[config.mk]
export PLATFORM = sky130hd
export DESIGN_NAME = dmem_arbiter
export DESIGN_NICKNAME = d
export VERILOG_FILES = /design/src/rtl/dmem_arbiter.sv
export SDC_FILE = /design/constraint.sdc
export NUM_CORES = 1
export LEC_CHECK = 0
export BUFFER_PORTS_ARGS = -buffer_cell sky130_fd_sc_hd__buf_2
export CAP_MARGIN = 20
export CORE_AREA = 2 2 326 328
export DETAILED_ROUTE_END_ITERATION = 8
export DIE_AREA = 0 0 328 330
export GPL_ROUTABILITY_DRIVEN = 0
export PLACE_DENSITY = 0.3
export SLEW_MARGIN = 0
export SYNTH_ARGS = -nofsm -noshare
export SYNTH_HDL_FRONTEND = slang
export SYNTH_SLANG_ARGS = --single-unit
[constraint.sdc]
create_clock -name clk_i -period 2.8 [get_ports clk_i]
set_input_delay 0.56 -clock clk_i [delete_from_list [all_inputs] [get_ports clk_i]]
set_output_delay 0.56 -clock clk_i [all_outputs]
set_load 0.01 [all_outputs]
[src/rtl/dmem_arbiter.sv]
// Single-port data memory arbiter: pipeline, UART loader and debug reader share
// one 128-bit port with bounded starvation and a LOAD mode for UART fills.
//
// state | meaning
// RUN   | normal operation, pipeline has priority, starvation bound active
// LOAD  | pipeline held off, UART loader then debug reader served
module dmem_arbiter #(
  parameter int ADDR_W     = 16,
  parameter int DATA_W     = 128,
  parameter int STARVE_MAX = 8
) (
  input  logic              clk_i,
  input  logic              rst_ni,
  input  logic              uart_mode_i,
  input  logic              pipe_req_i,
  input  logic              pipe_we_i,
  input  logic [ADDR_W-1:0] pipe_addr_i,
  input  logic [DATA_W-1:0] pipe_wdata_i,
  output logic              pipe_stall_o,
  output logic              pipe_rvalid_o,
  output logic [DATA_W-1:0] pipe_rdata_o,
  input  logic              uart_req_i,
  input  logic [ADDR_W-1:0] uart_addr_i,
  input  logic [DATA_W-1:0] uart_wdata_i,
  output logic              uart_ack_o,
  input  logic              user_req_i,
  input  logic [ADDR_W-1:0] user_addr_i,
  output logic              user_rvalid_o,
  output logic [DATA_W-1:0] user_rdata_o,
  output logic [ADDR_W-1:0] mem_addr_o,
  output logic              mem_we_o,
  output logic [DATA_W-1:0] mem_wdata_o,
  input  logic [DATA_W-1:0] mem_rdata_i
);

  typedef enum logic {ST_RUN, ST_LOAD} state_e;
  typedef enum logic [1:0] {OWN_NONE, OWN_PIPE, OWN_USER} owner_e;

  localparam logic [7:0] CNT_MAX = 8'(STARVE_MAX);

  state_e      state_q, state_d;
  owner_e      owner_q, owner_d;
  logic [7:0]  uart_cnt_q, uart_cnt_d;
  logic [7:0]  user_cnt_q, user_cnt_d;
  logic [DATA_W-1:0] pipe_hold_q, user_hold_q;

  logic gnt_pipe, gnt_uart, gnt_user;
  logic force_uart, force_user;

  assign force_uart = uart_req_i && (uart_cnt_q == CNT_MAX);
  assign force_user = user_req_i && (user_cnt_q == CNT_MAX);

  always_comb begin
    gnt_pipe = 1'b0;
    gnt_uart = 1'b0;
    gnt_user = 1'b0;
    if (state_q == ST_LOAD) begin
      if (uart_req_i)      gnt_uart = 1'b1;
      else if (user_req_i) gnt_user = 1'b1;
    end else begin
      if (force_uart)      gnt_uart = 1'b1;
      else if (force_user) gnt_user = 1'b1;
      else if (pipe_req_i) gnt_pipe = 1'b1;
      else if (uart_req_i) gnt_uart = 1'b1;
      else if (user_req_i) gnt_user = 1'b1;
    end
  end

  always_comb begin
    mem_addr_o  = '0;
    mem_we_o    = 1'b0;
    mem_wdata_o = '0;
    if (gnt_pipe) begin
      mem_addr_o  = pipe_addr_i;
      mem_we_o    = pipe_we_i;
      mem_wdata_o = pipe_wdata_i;
    end else if (gnt_uart) begin
      mem_addr_o  = uart_addr_i;
      mem_we_o    = 1'b1;
      mem_wdata_o = uart_wdata_i;
    end else if (gnt_user) begin
      mem_addr_o  = user_addr_i;
    end
  end

  assign pipe_stall_o = (state_q == ST_LOAD) ? 1'b1 : (pipe_req_i && !gnt_pipe);
  assign uart_ack_o   = gnt_uart;

  // Memory read data arrives the cycle after issue; pass it straight to the
  // owner that cycle and keep a copy so rdata holds once the pulse ends.
  assign pipe_rvalid_o = (owner_q == OWN_PIPE);
  assign user_rvalid_o = (owner_q == OWN_USER);
  assign pipe_rdata_o  = pipe_rvalid_o ? mem_rdata_i : pipe_hold_q;
  assign user_rdata_o  = user_rvalid_o ? mem_rdata_i : user_hold_q;

  always_comb begin
    uart_cnt_d = '0;
    user_cnt_d = '0;
    if (state_q == ST_RUN) begin
      if (uart_req_i && !gnt_uart)
        uart_cnt_d = (uart_cnt_q == CNT_MAX) ? CNT_MAX : uart_cnt_q + 8'd1;
      if (user_req_i && !gnt_user)
        user_cnt_d = (user_cnt_q == CNT_MAX) ? CNT_MAX : user_cnt_q + 8'd1;
    end
  end

  always_comb begin
    state_d = state_q;
    case (state_q)
      ST_RUN:  if (uart_mode_i) state_d = ST_LOAD;
      ST_LOAD: if (!uart_mode_i && !uart_req_i) state_d = ST_RUN;
      default: state_d = ST_RUN;
    endcase
  end

  always_comb begin
    owner_d = OWN_NONE;
    if (gnt_pipe && !pipe_we_i) owner_d = OWN_PIPE;
    else if (gnt_user)          owner_d = OWN_USER;
  end

  always_ff @(posedge clk_i or negedge rst_ni) begin
    if (!rst_ni) begin
      state_q     <= ST_RUN;
      owner_q     <= OWN_NONE;
      uart_cnt_q  <= '0;
      user_cnt_q  <= '0;
      pipe_hold_q <= '0;
      user_hold_q <= '0;
    end else begin
      state_q    <= state_d;
      owner_q    <= owner_d;
      uart_cnt_q <= uart_cnt_d;
      user_cnt_q <= user_cnt_d;
      if (owner_q == OWN_PIPE) pipe_hold_q <= mem_rdata_i;
      if (owner_q == OWN_USER) user_hold_q <= mem_rdata_i;
    end
  end

endmodule

==> results.sh, run 1 <==
export IMPL_place_inst=3339
export IMPL_reg2reg_from="user_cnt_q[4]"
export IMPL_synth_seq_cells=275
export IMPL_grt_util_met1=0.138
export IMPL_ant_nets=0
export IMPL_hold_end="state_q"
export IMPL_busiest_layer="met2"
export IMPL_grt_max_degree=88
export IMPL_hp_start="uart_mode_i"
export IMPL_cp_start_kind="flop"
export IMPL_clk_pin_slew_ps=60
export IMPL_finalWorstSetupSlack_ps=-490
export IMPL_core_area_um2=105000
export IMPL_vias_per_cell=3.67
export IMPL_die_w_um=328
export IMPL_synth_cell_types=32
export IMPL_start_util=0.115
export IMPL_synth_area_um2=12000
export IMPL_drv_slew=0
export IMPL_root_buffer="clkbuf_16"
export IMPL_clock_fmax_mhz=304
export IMPL_p_leak_nw=10.4
export IMPL_p_sw_frac=0.322
export IMPL_die_h_um=330
export IMPL_synthCells=1124
export IMPL_maxSlewHeadroom=0.588
export IMPL_seq_area_frac_synth=0.572
export IMPL_grt_first_pass_wirelength_um=101000
export IMPL_violations="negative setup slack"
export IMPL_antenna_found_initial=64
export IMPL_htree_num_levels=2
export IMPL_worst_setup_path_type="flop to output pin"
export IMPL_p_int_mw=9.30
export IMPL_min_period_ps=3290
export IMPL_dp_hpwl_um=61000
export IMPL_syn_to_final_growth_pct=67.0
export IMPL_rsz0062_at_grt="yes"
export IMPL_rrSetupSlack_ps=690
export IMPL_io_pins=844
export IMPL_ys_warn_count=0
export IMPL_die_area_um2=108000
export IMPL_cp_arrival_ps=2730
export IMPL_cts_tree="built"
export IMPL_synth_top_area_cell="dfrtp_1"
export IMPL_place_area_um2=18300
export IMPL_ys_top_cells_by_area="dfrtp_1 (57%), nand2_1 (13%), mux2_2 (12%)"
export IMPL_maxCapViolations=0
export IMPL_timing_rr_end="uart_cnt_q[3]"
export IMPL_most_common_layout_cells="buf_2 (833), nand2_1 (403), dfrtp_1 (274)"
export IMPL_worstRegToRegCells=7
export IMPL_avgSynthCellArea_um2=10.7
export IMPL_insertion_delay_ps=550
export IMPL_met2_usage=0.231
export IMPL_synth_top_cell_area_share=0.572
export IMPL_mostFrequentLayoutCell="buf_2"
export IMPL_grt_pass1_vias=13100
export IMPL_wire_per_inst_um=22.0
export IMPL_power_density_nw_per_um2=684
export IMPL_min_period_over_period=1.17
export IMPL_hp_class="input pin to flop"
export IMPL_critPathRequiredTime_ps=2240
export IMPL_drtIter0Drc=506
export IMPL_drc=0
export IMPL_grt_overflow_total=0
export IMPL_cts_buffers=37
export IMPL_clock_path_buffers=3
export IMPL_rows=119
export IMPL_first_pass_iters=5
export IMPL_grt_use_total=0.132
export IMPL_power_switching_mw=4.42
export IMPL_setup_violations_final=147
export IMPL_tightest_slew_ps=618
export IMPL_hold_viol=0
export IMPL_vias=12600
export IMPL_syn_nets=1567
export IMPL_end_kind="output pin"
export IMPL_nets=2450
export IMPL_finClkSkew_ps=13.8
export IMPL_routed_wl_um=75600
export IMPL_portBuffers=843
export IMPL_use_met3=0.0477
export IMPL_outcome="finished with violations"
export IMPL_peakVddDrop_mv=0.379
export IMPL_crit_path_max_fanout=52
export IMPL_final_area_um2=20100
export IMPL_power_frac_comb=0.301
export IMPL_fin_cells=3441
export IMPL_seq_power_share=0.367
export IMPL_hold_depth=2
export IMPL_cts_sinks=275
export IMPL_drive_above_1_share=0.549
export IMPL_p_clk_frac=0.332
-- cell usage after synthesis --
cell type	count
a21oi_2	1
buf_2	14
mux2_2	128
nor4_1	3
or4_4	1
and2_1	1
a221o_1	16
a21oi_1	17
and3b_1	1
nand2_1	403
or4_1	1
nor3b_1	1
nor2b_1	2
o22ai_1	1
and3_1	3
buf_1	6
nor2_1	16
nand2b_1	2
a21o_1	2
clkbuf_1	61
xnor2_1	5
nor3_1	2
a22o_1	128
xor2_1	7
inv_1	10
o41ai_4	1
o221a_2	1
ha_1	4
o21bai_1	1
dfrtp_1	275
nor4b_1	1
nand3_1	9
-- state kept, by name, indices dropped and copies added (netlist names) --
name,cells
state_q,1
pipe_hold_q,128
user_cnt_q,8
user_hold_q,128
uart_cnt_q,8
owner_q,2
-- worst max-delay path, cell delays in order, from the launching register on --
cell and delay [ps]:
dfrtp_1 380, or4_4 570, nor4_4 240, nor3b_2 100
buf_12 180, a221o_1 440, buf_2 170
-- power groups by stage --
stage | registers [mW] | clock network [mW] | logic [mW]
5_1_grt | 5.13 | 4.94 | 4.53
3_5_place_dp | 5.11 | 0 | 4.12
6_report | 5.04 | 4.55 | 4.13
4_1_cts | 5.04 | 4.79 | 4.21
2_1_floorplan | 5.05 | 0 | 1.89
3_3_place_gp | 5.09 | 0 | 4.13
-- what timing repair did --
item | in CTS | in global routing
pin swaps | 4 | 5
hold buffers | 1 | 0
setup buffers | 10 | 2
endpoints found under the setup margin | 224 | 264
hold endpoints to repair | 47 | 0
gates resized for setup | 35 | 19
cloned | 5 | 5
-- layer usage --
layer / part of all wire / routed length [um]
met3: 0.085 / 6460
met2: 0.51 / 38700
met4: 0.050 / 3820
met5: 0.0014 / 104
met1: 0.35 / 26500
-- through the flow --
stage / util / setup slack, ps / hold WS (ps) / power, mW / TNS (ps)
final: 0.192 / -490 / 195 / 13.7 / -61850
after global routing: 0.192 / -586 / 162 / 14.6 / -81090
after CTS: 0.190 / -542 / 145 / 14.0 / -76480
after detailed placement: 0.175 / 1.71 / 454 / 9.23 / 0
after global placement: 0.175 / 7.86 / 451 / 9.21 / 0
after floorplan: - / 131 / 264 / 6.94 / 0
-- how the worst max path moves through the flow --
stage | from | endpoint | slack, ps
CTS | user_cnt_q[4] | mem_wdata_o[58] | -540
finish | user_cnt_q[4] | mem_addr_o[13] | -490
global route | user_cnt_q[4] | mem_wdata_o[5] | -590
detailed placement | user_cnt_q[5] | mem_addr_o[8] | 2
floorplan | user_cnt_q[5] | mem_wdata_o[100] | 130
global placement | uart_req_i | mem_addr_o[8] | 8
-- cell families after synthesis --
group,synth area share
flops,0.572
mux,0.120
compound gates,0.120
buf+inv,0.0299
simple gates,0.145
xor+xnor,0.00874
fa+ha+maj,0.00416
-- final cells by class --
class	count	area, um2
clock buffer	57	1070
multi-input combinational	758	4850
sequential	275	6880
tap	1391	1740
antenna	19	47.5
timing repair buffer	925	5360
inverter	10	45.0
fill	11800	84600
clock inverter	6	73.8
(Power assumes the default switching activity.)
==> inputs of run 2 (changes only) <==
--- a/config.mk
+++ b/config.mk
@@ -7,11 +7,13 @@
 export LEC_CHECK = 0
 export BUFFER_PORTS_ARGS = -buffer_cell sky130_fd_sc_hd__buf_2
 export CAP_MARGIN = 20
-export CORE_AREA = 2 2 326 328
+export CELL_PAD_IN_SITES_DETAIL_PLACEMENT = 0
+export CELL_PAD_IN_SITES_GLOBAL_PLACEMENT = 1
+export CORE_AREA = 2 2 330 332
 export DETAILED_ROUTE_END_ITERATION = 8
-export DIE_AREA = 0 0 328 330
+export DIE_AREA = 0 0 332 334
 export GPL_ROUTABILITY_DRIVEN = 0
-export PLACE_DENSITY = 0.3
+export PLACE_DENSITY = 0.37
 export SLEW_MARGIN = 0
 export SYNTH_ARGS = -nofsm -noshare
 export SYNTH_HDL_FRONTEND = slang
==> results.sh, run 2 (synthesis results as in run 1) <==
export IMPL_mostFrequentLayoutCell="buf_2"
export IMPL_min_period_over_period=1.20
export IMPL_crit_path_max_fanout=34
export IMPL_place_inst=3352
export IMPL_clock_fmax_mhz=297
export IMPL_most_common_layout_cells="buf_2 (776), nand2_1 (403), dfrtp_1 (275)"
export IMPL_vias_per_cell=3.72
export IMPL_cp_start_kind="flop"
export IMPL_p_clk_frac=0.336
export IMPL_die_area_um2=111000
export IMPL_critical_path_max_stage_delay_ps=580
export IMPL_cp_arrival_ps=2800
export IMPL_ant_nets=0
export IMPL_grt_overflow_total=0
export IMPL_setup_violations_final=147
export IMPL_clock_path_buffers=3
export IMPL_violations="negative setup slack"
export IMPL_maxSlewHeadroom=0.634
export IMPL_dp_hpwl_um=68700
export IMPL_grt_max_degree=66
export IMPL_finalWorstSetupSlack_ps=-564
export IMPL_worst_path_buf_inv=3
export IMPL_finClkSkew_ps=31.4
export IMPL_cpMostUsedCell="buf_4"
export IMPL_grt_use_total=0.151
export IMPL_rows=121
export IMPL_clk_pin_slew_ps=60
export IMPL_fin_cells=3490
export IMPL_grt_pass1_vias=13500
export IMPL_first_pass_iters=6
export IMPL_syn_to_final_growth_pct=78.7
export IMPL_drc=0
export IMPL_die_h_um=334
export IMPL_grt_first_pass_wirelength_um=117000
export IMPL_outcome="finished with violations"
export IMPL_routed_wl_um=89800
export IMPL_cp_top_family="compound AO/OA/AOI/OAI gates"
export IMPL_power_frac_comb=0.320
export IMPL_htree_num_levels=2
export IMPL_min_period_ps=3360
export IMPL_portBuffers=843
export IMPL_power_switching_mw=4.88
export IMPL_p_sw_frac=0.332
export IMPL_core_area_um2=108000
export IMPL_drv_slew=0
export IMPL_root_buffer="clkbuf_16"
export IMPL_critPathRequiredTime_ps=2240
export IMPL_wire_per_inst_um=25.7
export IMPL_crit_path_cell_trace="or4_4, o41ai_4, a21oi_4, buf_4, buf_12, a22o_4, buf_4"
export IMPL_die_w_um=332
export IMPL_nets=2469
export IMPL_hold_viol=0
export IMPL_cts_buffers=39
export IMPL_seq_power_share=0.343
export IMPL_io_pins=844
export IMPL_cts_tree="built"
export IMPL_maxCapViolations=0
export IMPL_tightest_slew_ps=549
export IMPL_worst_setup_path_type="flop to output pin"
export IMPL_cts_sinks=275
export IMPL_peakVddDrop_mv=0.417
export IMPL_end_kind="output pin"
export IMPL_antenna_found_initial=66
export IMPL_top_regs="pipe_hold_q x128, user_hold_q x128"
export IMPL_tns_ps=-69540
export IMPL_vias=13000
export IMPL_p_leak_nw=11.0
export IMPL_insertion_delay_ps=580
export IMPL_cpMaxStageDelayCell="or4_4"
export IMPL_p_int_mw=9.81
export IMPL_rsz0062_at_grt="yes"
export IMPL_hp_class="input pin to flop"
export IMPL_drive_above_1_share=0.569
export IMPL_drtIter0Drc=528
export IMPL_power_density_nw_per_um2=684
export IMPL_start_util=0.112
## run 2: cell types whose count changed in the layout (fill, tap and decap cells not counted), sizes merged
cell	before	now
buf	918	927
diode	19	24
bufbuf	1	5
clkbuf	62	66
inv	10	13
clkinvlp	0	1
## run 2: per-layer routing
metal  track usage  vias up  wire length, um
met1         0.152     6412            31800
met3        0.0433      202             5910
li1              -     5701                -
met5             0        -               63
met2         0.288      652            47200
met4        0.0586        8             4810
## run 2: power groups by stage
stage                     logic, mW  registers (mW)  clock network [mW]
after floorplan                1.89            5.05                   0
after global placement         4.25            5.09                   0
after detailed placement       4.26            5.11                   0
after CTS                      4.46            5.04                5.20
after global routing           5.08            5.13                5.33
final                          4.71            5.04                4.94
## run 2: repair_timing
item,CTS,global route
endpoints found under the setup margin,268,199
resized for setup,57,141
setup buffers,8,12
hold endpoints to repair,52,0
cloned,15,11
hold buffers,1,0
pin swaps,12,9
## run 2: path summary, 6_finish.rpt
kind | slack (ps) | cells past startpoint | endpoint | startpoint
worst max-delay path | -560 | 7 | mem_wdata_o[59] | user_cnt_q[4]
worst min-delay path | 190 | 2 | state_q | uart_mode_i
worst max register to register | 640 | 6 | uart_cnt_q[5] | user_cnt_q[4]
worst min register to register | 470 | 2 | user_hold_q[115] | user_hold_q[115]
max in group asynchronous | 1420 | 4 | uart_cnt_q[3] | rst_ni
min in group asynchronous | 530 | 2 | pipe_hold_q[107] | rst_ni
## run 2: area by class of cell
cell class / count / area, um2
clock inverter: 10 / 144
antenna: 24 / 60.1
clock buffer: 57 / 1110
fill: 12000 / 86300
timing repair buffer: 942 / 6270
sequential: 275 / 6880
tap: 1414 / 1770
inverter: 10 / 40.0
multi-input combinational: 758 / 5200
## run 2: metrics by stage
step	total power, mW	hold WS [ps]	util	area [um2]	worst slack (ps)
finish	14.7	189	0.199	21500	-564
global route	15.5	170	0.199	21500	-646
CTS	14.7	143	0.189	20400	-570
detailed placement	9.38	454	0.170	18400	-34.2
global placement	9.34	450	0.170	18400	-78.5
floorplan	6.94	264	-	12000	131
==> inputs of run 3 (changes only) <==
--- a/config.mk
+++ b/config.mk
@@ -9,11 +9,11 @@
 export CAP_MARGIN = 20
 export CELL_PAD_IN_SITES_DETAIL_PLACEMENT = 0
 export CELL_PAD_IN_SITES_GLOBAL_PLACEMENT = 1
-export CORE_AREA = 2 2 330 332
+export CORE_AREA = 2 2 332 334
 export DETAILED_ROUTE_END_ITERATION = 8
-export DIE_AREA = 0 0 332 334
+export DIE_AREA = 0 0 334 336
 export GPL_ROUTABILITY_DRIVEN = 0
-export PLACE_DENSITY = 0.37
+export PLACE_DENSITY = 0.38
 export SLEW_MARGIN = 0
 export SYNTH_ARGS = -nofsm -noshare
 export SYNTH_HDL_FRONTEND = slang
==> constraint.sdc (replaced) <==
create_clock -name clk_i -period 3 [get_ports clk_i]
set_input_delay 0.6 -clock clk_i [delete_from_list [all_inputs] [get_ports clk_i]]
set_output_delay 0.6 -clock clk_i [all_outputs]
set_load 0.01 [all_outputs]
==> results.sh, run 3 (synthesis results as in run 1) <==
export IMPL_outcome="finished with violations"
export IMPL_violations="negative setup slack"
export IMPL_nets=2448
export IMPL_hp_class="input pin to flop"
export IMPL_start_util=0.111
export IMPL_die_w_um=334
export IMPL_drc=0
export IMPL_end_kind="output pin"
export IMPL_insertion_delay_ps=570
export IMPL_seq_power_share=0.360
export IMPL_drv_slew=0
export IMPL_core_area_um2=108000
export IMPL_min_period_ps=3370
export IMPL_clock_path_buffers=3
export IMPL_grt_max_degree=63
export IMPL_setup_violations_final=147
export IMPL_wire_per_inst_um=23.9
export IMPL_finalWorstSetupSlack_ps=-370
export IMPL_dp_hpwl_um=62700
export IMPL_hold_viol=0
export IMPL_cp_arrival_ps=2770
export IMPL_reg2reg_from="user_cnt_q[6]"
export IMPL_grt_use_total=0.138
export IMPL_drive_above_1_share=0.552
export IMPL_startpoint="user_cnt_q[6]"
export IMPL_worst_setup_path_type="flop to output pin"
export IMPL_tns_ps=-46870
export IMPL_portBuffers=843
export IMPL_clk_pin_slew_ps=60
export IMPL_timing_rr_end="uart_cnt_q[3]"
export IMPL_p_int_mw=8.75
export IMPL_final_util=0.187
export IMPL_root_buffer="clkbuf_16"
export IMPL_tightest_slew_ps=513
export IMPL_critPathRequiredTime_ps=2400
export IMPL_die_area_um2=112000
export IMPL_io_pins=844
export IMPL_maxCapViolations=0
export IMPL_routed_wl_um=82700
export IMPL_rows=121
export IMPL_clock_fmax_mhz=297
export IMPL_maxSlewHeadroom=0.658
export IMPL_rrSetupSlack_ps=890
export IMPL_final_area_um2=20300
export IMPL_cts_buffers=38
export IMPL_grt_pass1_vias=13300
export IMPL_cts_sinks=275
export IMPL_p_clk_frac=0.335
export IMPL_top_regs="pipe_hold_q x128, user_hold_q x128"
export IMPL_place_area_um2=18200
export IMPL_cp_start_kind="flop"
export IMPL_mostFrequentLayoutCell="buf_2"
export IMPL_p_sw_frac=0.330
export IMPL_grt_first_pass_wirelength_um=109000
export IMPL_power_density_nw_per_um2=644
export IMPL_htree_num_levels=2
export IMPL_finClkSkew_ps=26.1
export IMPL_antenna_found_initial=50
export IMPL_drtIter0Drc=431
export IMPL_peakVddDrop_mv=0.291
export IMPL_vias=12700
export IMPL_crit_path_max_fanout=13
export IMPL_min_period_over_period=1.12
export IMPL_power_switching_mw=4.32
export IMPL_p_leak_nw=10.5
export IMPL_worstRegToRegCells=7
export IMPL_syn_to_final_growth_pct=68.8
export IMPL_fin_cells=3459
export IMPL_cts_tree="built"
export IMPL_place_inst=3340
export IMPL_die_h_um=336
export IMPL_ant_nets=0
export IMPL_endpoint="mem_wdata_o[80]"
export IMPL_power_frac_comb=0.305
export IMPL_grt_overflow_total=0
export IMPL_vias_per_cell=3.66
export IMPL_most_common_layout_cells="buf_2 (828), nand2_1 (402), dfrtp_1 (274)"
export IMPL_first_pass_iters=5
export IMPL_rsz0062_at_grt="yes"
run 3: changes by cell type in the layout (fill, tap and decap cells not counted), sizes merged:
cell,before,now
diode,24,16
clkinv,5,6
bufbuf,5,1
inv,13,12
clkbuf,66,61
buf,927,913
run 3: worst min-delay path by stage:
| stage | from | to | slack, ps | cells after the start |
|---|---|---|---|---|
| detailed placement | user_hold_q[101] | user_hold_q[101] | 450 | 2 |
| finish | pipe_we_i | owner_q[0] | 240 | 2 |
| global route | pipe_we_i | owner_q[0] | 200 | 2 |
| floorplan | rst_ni | owner_q[0] | 300 | 0 |
| global placement | user_hold_q[3] | user_hold_q[3] | 450 | 2 |
| CTS | pipe_we_i | owner_q[0] | 180 | 2 |
run 3: routing by layer:
| metal | routed length, um | vias up | track usage | part of all wire |
|---|---|---|---|---|
| met3 | 5560 | 182 | 0.0384 | 0.067 |
| met5 | 13 | - | 0 | 0.00016 |
| met4 | 4110 | 2 | 0.0600 | 0.050 |
| met1 | 28500 | 6188 | 0.138 | 0.34 |
| met2 | 44600 | 663 | 0.265 | 0.54 |
| li1 | - | 5639 | - | - |
run 3: what timing repair did:
action	4_1_cts	5_1_grt
hold buffers	1	0
endpoints found under the setup margin	188	183
buffers inserted	14	6
gates cloned	10	8
endpoints found under the hold margin	45	0
pin swaps	8	5
resized for setup	34	17
run 3: power by group through the flow:
| stage | Sequential, mW | Combinational [mW] | Clock (mW) |
|---|---|---|---|
| final | 4.70 | 3.99 | 4.38 |
| after global placement | 4.75 | 3.88 | 0 |
| after detailed placement | 4.77 | 3.87 | 0 |
| after floorplan | 4.71 | 1.76 | 0 |
| after CTS | 4.71 | 4.03 | 4.61 |
| after global routing | 4.79 | 4.33 | 4.74 |
run 3: layout make-up:
type | count | area [um2]
fill | 12200 | 88100
clock buffer | 54 | 1070
inverter | 10 | 40.0
sequential | 275 | 6880
antenna | 16 | 40.0
multi-input combinational | 758 | 4890
tap | 1414 | 1770
clock inverter | 10 | 100
timing repair buffer | 922 | 5500
run 3: stage by stage:
stage | power, mW | worst slack [ps] | hold slack (ps)
final | 13.1 | -370 | 238
after global routing | 13.9 | -477 | 195
after CTS | 13.3 | -384 | 182
after detailed placement | 8.65 | 82.5 | 454
after global placement | 8.63 | 102 | 451
after floorplan | 6.48 | 291 | 304
run 3: critical path, cell delays in order (launching register included):
cell and delay (ps):
dfrtp_1 390, or4_4 590, o41ai_4 220, buf_4 190, a21oi_4 120, buf_12 180, clkbuf_16 180, a22o_1 190
buf_2 140
